$ cat src/rtl/simon_sequencer.sv
// Memory-game round controller: grows a random step sequence one entry per
// round, plays it out with fixed on/gap timing, then checks player presses.
module simon_sequencer #(
  parameter int unsigned MaxLen     = 16,
  parameter int unsigned StepCycles = 25_000_000,
  parameter int unsigned GapCycles  = 12_500_000,
  localparam int unsigned Lw        = $clog2(MaxLen + 1)
) (
  input  logic          clk_i,
  input  logic          reset_i,
  input  logic          start_i,
  input  logic [1:0]    rand_in_i,
  input  logic          btn_valid_i,
  input  logic [1:0]    btn_code_i,
  output logic          led_valid_o,
  output logic [1:0]    led_code_o,
  output logic          await_input_o,
  output logic [Lw-1:0] level_o,
  output logic          game_over_o,
  output logic          win_o
);

  localparam int unsigned MaxCyc = (StepCycles > GapCycles) ? StepCycles : GapCycles;
  localparam int unsigned Cw     = $clog2(MaxCyc + 1);
  // Buffer index width; len/idx carry one extra bit to represent MaxLen itself.
  localparam int unsigned Iw     = (MaxLen > 1) ? $clog2(MaxLen) : 1;

  typedef enum logic [2:0] {
    StIdle, StAdd, StShowOn, StShowGap, StWaitIn, StFail, StWin
  } state_e;

  state_e        state_q, state_d;
  logic [Lw-1:0] len_q, len_d;
  logic [Lw-1:0] idx_q, idx_d;
  logic [Cw-1:0] cnt_q, cnt_d;
  logic          seq_we;
  logic [1:0]    seq_q [MaxLen];
  logic [1:0]    cur_step;
  logic          last_step;

  assign cur_step  = seq_q[idx_q[Iw-1:0]];
  assign last_step = (idx_q == len_q - Lw'(1));

  // State, length, position and phase-counter registers.
  always_ff @(posedge clk_i or posedge reset_i) begin
    if (reset_i) begin
      state_q <= StIdle;
      len_q   <= '0;
      idx_q   <= '0;
      cnt_q   <= '0;
    end else begin
      state_q <= state_d;
      len_q   <= len_d;
      idx_q   <= idx_d;
      cnt_q   <= cnt_d;
    end
  end

  // Sequence buffer; deliberately not reset, only entries below len are read.
  always_ff @(posedge clk_i) begin
    if (seq_we) begin
      seq_q[len_q[Iw-1:0]] <= rand_in_i;
    end
  end

  // Next-state logic for the round FSM.
  always_comb begin
    state_d = state_q;
    len_d   = len_q;
    idx_d   = idx_q;
    cnt_d   = cnt_q;
    seq_we  = 1'b0;
    unique case (state_q)
      StIdle, StFail, StWin: begin
        if (start_i) begin
          len_d   = '0;
          state_d = StAdd;
        end
      end
      StAdd: begin
        seq_we  = 1'b1;
        len_d   = len_q + Lw'(1);
        idx_d   = '0;
        cnt_d   = '0;
        state_d = StShowOn;
      end
      StShowOn: begin
        if (cnt_q == Cw'(StepCycles - 1)) begin
          cnt_d   = '0;
          state_d = StShowGap;
        end else begin
          cnt_d = cnt_q + Cw'(1);
        end
      end
      StShowGap: begin
        if (cnt_q == Cw'(GapCycles - 1)) begin
          cnt_d = '0;
          if (last_step) begin
            idx_d   = '0;
            state_d = StWaitIn;
          end else begin
            idx_d   = idx_q + Lw'(1);
            state_d = StShowOn;
          end
        end else begin
          cnt_d = cnt_q + Cw'(1);
        end
      end
      StWaitIn: begin
        if (btn_valid_i) begin
          if (btn_code_i != cur_step) begin
            state_d = StFail;
          end else if (!last_step) begin
            idx_d = idx_q + Lw'(1);
          end else if (len_q == Lw'(MaxLen)) begin
            state_d = StWin;
          end else begin
            state_d = StAdd;
          end
        end
      end
      default: state_d = StIdle;
    endcase
  end

  // Moore output decode of the registered state and length.
  always_comb begin
    led_valid_o   = (state_q == StShowOn);
    led_code_o    = (state_q == StShowOn) ? cur_step : 2'd0;
    await_input_o = (state_q == StWaitIn);
    level_o       = len_q;
    game_over_o   = (state_q == StFail);
    win_o         = (state_q == StWin);
  end

endmodule

$ cat config.mk
export PLATFORM = sky130hd
export DESIGN_NAME = simon_sequencer
export DESIGN_NICKNAME = d
export VERILOG_FILES = /design/src/rtl/simon_sequencer.sv
export SDC_FILE = /design/constraint.sdc
export NUM_CORES = 1
export LEC_CHECK = 0
export CAP_MARGIN = 30
export CORE_MARGIN = 5
export CORE_UTILIZATION = 30
export CTS_CLUSTER_DIAMETER = 120
export CTS_CLUSTER_SIZE = 12
export DETAILED_ROUTE_END_ITERATION = 8
export SETUP_SLACK_MARGIN = 0.15
export SKIP_CTS_REPAIR_TIMING = 1
export SKIP_LAST_GASP = 1
export SYNTH_ARGS = -nofsm -noshare
export SYNTH_HDL_FRONTEND = slang
export SYNTH_SLANG_ARGS = --single-unit
$ cat constraint.sdc
create_clock -name clk_i -period 2.3 [get_ports clk_i]
set_input_delay 0.46 -clock clk_i [delete_from_list [all_inputs] [get_ports clk_i]]
set_output_delay 0.46 -clock clk_i [all_outputs]
set_load 0.02 [all_outputs]
==> Word-level counts from Yosys, hierarchy flattened <==
Memories as Yosys holds them, arrays and structs flattened.
Index checks and enable logic that the tools add are counted.
{ "word_totals": {"mem_count": 1, "ram_bits": 32, "regBits": 38, "word_cells": 59, "in_bits": 8} }
{ "classes": {"eq_ne": 18, "add_sub_neg": 4, "muxes": 24, "reduce_logical": 8} }
{ "memory_table": {"columns": ["name", "words", "word_bits", "read_ports", "rd_clocked_by_memory_dff", "wr", "line", "source"], "rows": [
  ["seq_q", 16, 2, 1, 0, 1, "37", "logic [1:0] seq_q [MaxLen];"]
]} }
{ "op_table": {"columns": ["op", "n"], "rows": [
  ["25-bit case mux with 3 select lines", 1],
  ["25-bit 2-to-1 mux", 2],
  ["5-bit 2-to-1 mux", 6],
  ["25-bit by 1-bit adder with 25-bit output, second input constant", 1],
  ["25-bit by 24-bit == test with 1-bit output, second input constant", 1],
  ["25-bit == test, second input constant", 1],
  ["3-bit 2-to-1 mux", 8],
  ["3-bit case mux with 5 select lines", 1],
  ["5-bit case mux with 3 select lines", 1],
  ["5-bit by 1-bit adder with 5-bit output, second input constant", 2],
  ["2-bit != test, second input constant", 5],
  ["5-bit case mux with 2 select lines", 1],
  ["5-bit AND reduction", 2],
  ["3-bit == test, second input constant", 3],
  ["3-bit by 2-bit == test with 1-bit output, second input constant", 2],
  ["3-bit nonzero test", 2],
  ["5-bit == test", 1],
  ["5-bit == test, second input constant", 1],
  ["5-bit by 1-bit subtractor with 5-bit output, second input constant", 1],
  ["3-bit by 1-bit == test with 1-bit output, second input constant", 1],
  ["3-bit zero test", 1],
  ["1-bit 2-to-1 mux", 3],
  ["3-bit by 1-bit != test with 1-bit output, second input constant", 1],
  ["3-bit OR reduction", 1],
  ["5 further kinds", 5]
]} }

==> Longest topological paths before layout <==
{ "depth": {"depth_word": 6, "depth_mapped": 9, "ltp_nobuf": 9} }

==> Worst setup path after synthesis <==
OpenSTA, ideal clock, no wires.
{ "synth_path": {"kind": "register -> register", "startpoint": "register idx_q[1]", "endpoint": "register idx_q[3]", "stages_incl_launch_ff": 9, "n_path_buf": 1, "arrival_ns": 2.215, "setup_slack_ns": -0.042, "setup_time_ns": 0.127, "required_ns": 2.173, "path_cell_list": "dfrtp_1 > buf_6 > mux4_2 > mux4_2 > xor2_1 > nor2_4 > a31oi_4 > nand2b_4 > o22ai_1"} }
{ "synth_via": {"elab_chain_len": 5, "elab_cells_between_ends": 13} }
{ "synth_lines": {"columns": ["item", "line", "source"], "rows": [
  ["start: declaration", "34", "logic [Lw-1:0] idx_q, idx_d;"],
  ["start signal: assignment", "54", "idx_q <= idx_d;"],
  ["5-bit by 1-bit adder with 5-bit output", "102, 114", null],
  ["5-bit 2-to-1 mux", "113", "end else if (!last_step) begin"],
  ["5-bit 2-to-1 mux", "111", "if (btn_code_i != cur_step) begin"],
  ["5-bit 2-to-1 mux", "110", "if (btn_valid_i) begin"],
  ["5-bit case mux with 3 select lines", "73", "unique case (state_q)"]
]} }
Several ways; a longest one is shown, not always the timed one. The select of a mux whose other input is x is not followed.
A chain may end at the register's enable or synchronous reset.

==> Worst setup path in the final report <==
{ "layout_path": {"startpoint": "register idx_q[1]", "endpoint": "output led_code_o[1]"} }
{ "layout_via": {"elab_chain_len": 2} }
{ "layout_lines": {"columns": ["item", "line", "source"], "rows": [
  ["memory 16 x 2 bit", null, null],
  ["2-bit 2-to-1 mux", "129", "led_code_o = (state_q == StShowOn) ? cur_step : 2'd0;"],
  ["end: declaration", "16", "output logic [1:0] led_code_o,"]
]} }
Every way passes these cells.

==> flow_metrics.env <==
export IMPL_r2r_slack_ns=-0.26
export IMPL_p_seq_share_pct=30.1
export IMPL_relSlewSlack_pct=62.91
export IMPL_start_util_pct=30.30
export IMPL_area_growth_synth_to_final_pct=27.52
export IMPL_crit_chain="buf_12, mux4_2, mux4_2, and2_4, buf_6"
export IMPL_design_area_mm2=0.004836
export IMPL_endpoint="led_code_o[1]"
export IMPL_critPathTopFamily="multiplexers"
export IMPL_critPathLaunch="idx_q[1]"
export IMPL_synth_area_per_cell_um2=10.42
export IMPL_syn_num_nets=378
export IMPL_die_h_um=122.4
export IMPL_first_pass_iters=4
export IMPL_cp_depth=5
export IMPL_first_global_vias=2790
export IMPL_finalHoldViolCount=0
export IMPL_worstSetupStartpointType="flip-flop"
export IMPL_synthSimpleGateAreaFrac_pct=21.18
export IMPL_stdcell_count=587
export IMPL_setup_slack_ns=-0.3009
export IMPL_synthDistinctLibCells=51
export IMPL_synth_compound_area_share_pct=12.74
export IMPL_synth_top_family_by_area="simple AND/OR/NAND/NOR gates"
export IMPL_cp_slowest_cell="mux4_2"
export IMPL_vias=2951
export IMPL_violations="setup timing"
export IMPL_end_kind="output port"
export IMPL_final_max_slew_viol_count=0
export IMPL_fill_cells=1218
export IMPL_synth_area_leaders="edfxtp_1 25%, dfrtp_1 25%, mux4_2 5.9%, o21ai_1 4.5%, nor2_1 3.4%"
export IMPL_hold_slack_ns=0.4861
export IMPL_layout_nets=424
export IMPL_critPathMaxFanout=5
export IMPL_fmaxAchievable_mhz=384.5
export IMPL_rsz0062_at_grt="true"
export IMPL_tightest_slew_ns=0.5546
export IMPL_coreArea_mm2=0.01252
export IMPL_p_per_area_mw_per_mm2=1161
export IMPL_drive_gt1_share_pct=20.72
export IMPL_via_per_inst=5.027
export IMPL_muxShareOfSynthArea_pct=6.500
export IMPL_power_switching_share_pct=38.97
export IMPL_rr_worst_depth=9
export IMPL_grt_max_degree=42
export IMPL_grt_ovfl_total=0
export IMPL_die_x_um=122.4
export IMPL_ant_nets=0
export IMPL_post_synth_top_count_cell="dfrtp_1"
export IMPL_p_sw_mw=2.188
export IMPL_hpwl_mm=5.898
export IMPL_p_leak_nw=1.820
export IMPL_routed_wl_mm=8.531
export IMPL_numClockSinks=70
export IMPL_timing_rr_end="idx_q[4]"
export IMPL_ys_top_cells_by_count="38 x dfrtp_1, 34 x nor2_1, 34 x o21ai_1, 32 x edfxtp_1, 32 x nand2_1"
export IMPL_fp_row_count=41
export IMPL_numPortBuffers=18
export IMPL_dp_slack_ns=-0.3463
export IMPL_dieArea_mm2=0.01499
export IMPL_synth_cells=364
export IMPL_final_period_utilization_pct=113.1
export IMPL_cts_tree="done"
export IMPL_path_buf_inv=2
export IMPL_clockPowerShare_pct=24.7
export IMPL_cp_required_ns=1.84
export IMPL_setup_violations=12
export IMPL_async_reset_ff_share_pct=54.29
export IMPL_ys_flop_type="dfrtp_1"
export IMPL_yosysSeqAreaShare_pct=50.41
export IMPL_cts_root_buf="clkbuf_16"
export IMPL_synthAdderAreaFrac_pct=1.980
export IMPL_max_stage_delay_ns=0.51
export IMPL_yosysWarnings=0
export IMPL_synth_xor_area_share_pct=3.695
export IMPL_max_cap_violations=0
export IMPL_cts_htree_levels=3
export IMPL_hp_class="in2async"
export IMPL_dp_cells=568
export IMPL_final_util_pct=38.63
export IMPL_first_iter_violations=282
export IMPL_cts_buffers=9
export IMPL_period_minus_slack_ns=2.601
export IMPL_diodes=0
export IMPL_p_comb_share_pct=45.2
export IMPL_grtUsageTotal_pct=11.80
export IMPL_insertion_delay_ns=0.34
export IMPL_synth_edf_count=32
export IMPL_finClkSkew_ns=0.01005
export IMPL_netlist_area_leader_share_pct=25.34
export IMPL_synth_area_leader_cell="edfxtp_1"
export IMPL_place_area_mm2=0.004418
export IMPL_ys_seq_elements=70
export IMPL_timing_rr_start="idx_q[1]"
export IMPL_p_int_mw=3.427
export IMPL_path_clk_slew_ns=0.07
export IMPL_drc=0
export IMPL_finalPower_mw=5.615
export IMPL_worst_setup_path_type="reg2out"
export IMPL_grt_pass1_wl_mm=13.98
export IMPL_cpMostUsedCell="mux4_2"
export IMPL_status="complete, but fails checks"
export IMPL_clk_path_buf_depth=2
export IMPL_gp_congestion=0.8084
export IMPL_max_vdd_ir_drop_v=0.0004809
export IMPL_crit_arrival_ns=2.14
export IMPL_wl_per_cell_um=14.53
export IMPL_synth_area_mm2=0.003792
export IMPL_antenna_found_initial=0
export IMPL_setup_tns_ns=-2.251
export IMPL_io_pins=19
==> placed cells by master, fill, tap and decap left out, drive strengths merged, types with 3 or more instances in the layout <==
cell type      Yosys  final
o21ai             38     38
dfrtp             38     38
nor2              35     35
buf                5     35
edfxtp            32     32
nand2             32     32
inv               13     20
nand3             18     18
clkdlybuf4s50      0     14
nand2b            11     11
clkbuf            13     11
mux4              10     10
o31ai             10     10
nor3              10     10
xor2               9      9
and2               8      8
a21oi              8      8
nor2b              7      7
nand4              7      7
xnor2              7      7
and3               7      7
ha                 6      6
nand4bb            4      4
a31oi              4      4
o22ai              4      4
and4               3      3
o41ai              3      3
==> sequential cells by signal, summed over array words and instances, names as in the netlist <==
| name | count |
|---|---|
| cnt_q | 25 |
| idx_q | 5 |
| seq_q | 32 |
| state_q | 3 |
| level_o | 5 |
==> per-layer routing <==
layer	track usage, %	part of all wire (%)	up-vias	wire length [um]
met3	2.396	5.3	8	454
met1	16.66	48	1442	4074
met5	0	0	-	0
li1	-	-	1436	-
met4	5.388	1.3	0	108
met2	17.42	46	65	3894
==> final cells by class <==
type | count | area [um^2] | area share [%]
sequential | 70 | 1918 | 39.66
multi-input combinational | 263 | 1833 | 37.90
timing repair buffer | 53 | 526.8 | 10.89
clock buffer | 9 | 225.2 | 4.657
tap | 172 | 215.2 | 4.450
clock inverter | 7 | 68.82 | 1.423
inverter | 13 | 48.80 | 1.009
==> worst register-to-register path, delay by kind of cell, from the launching register on <==
kind | cells | cell delay [ns]
AO/OA/AOI/OAI | 2 | 0.31
XOR/XNOR | 1 | 0.15
buffers and inverters | 2 | 0.28
flip-flops | 1 | 0.39
multiplexers | 2 | 0.99
AND/OR/NAND/NOR | 2 | 0.36
==> power groups by stage <==
stage	Clock, mW	Sequential [mW]	Combinational, mW
2_1_floorplan	0	1.67	1.56
3_3_place_gp	0	1.70	2.34
3_5_place_dp	0	1.70	2.38
4_1_cts	1.41	1.68	2.38
5_1_grt	1.47	1.72	2.79
6_report	1.39	1.69	2.54
==> cell families after synthesis <==
logic type / Yosys count
xor gates and xnor gates: 16
muxes: 12
adders and majority gates: 6
DFF: 70
buffers and inverters: 31
AOI/OAI and AO/OA: 77
and+or+nand+nor: 152
==> worst min path at each step <==
stage | startpoint | endpoint | slack [ns] | depth (start not counted)
final | reset_i | cnt_q[18] | 0.49 | 3
after global placement | cnt_q[9] | cnt_q[9] | 0.49 | 1
after floorplan | cnt_q[9] | cnt_q[9] | 0.47 | 1
after detailed placement | cnt_q[21] | cnt_q[21] | 0.51 | 1
after CTS | reset_i | cnt_q[21] | 0.49 | 3
after global routing | reset_i | cnt_q[21] | 0.51 | 3
No activity file was read; power rests on OpenSTA's default activity.
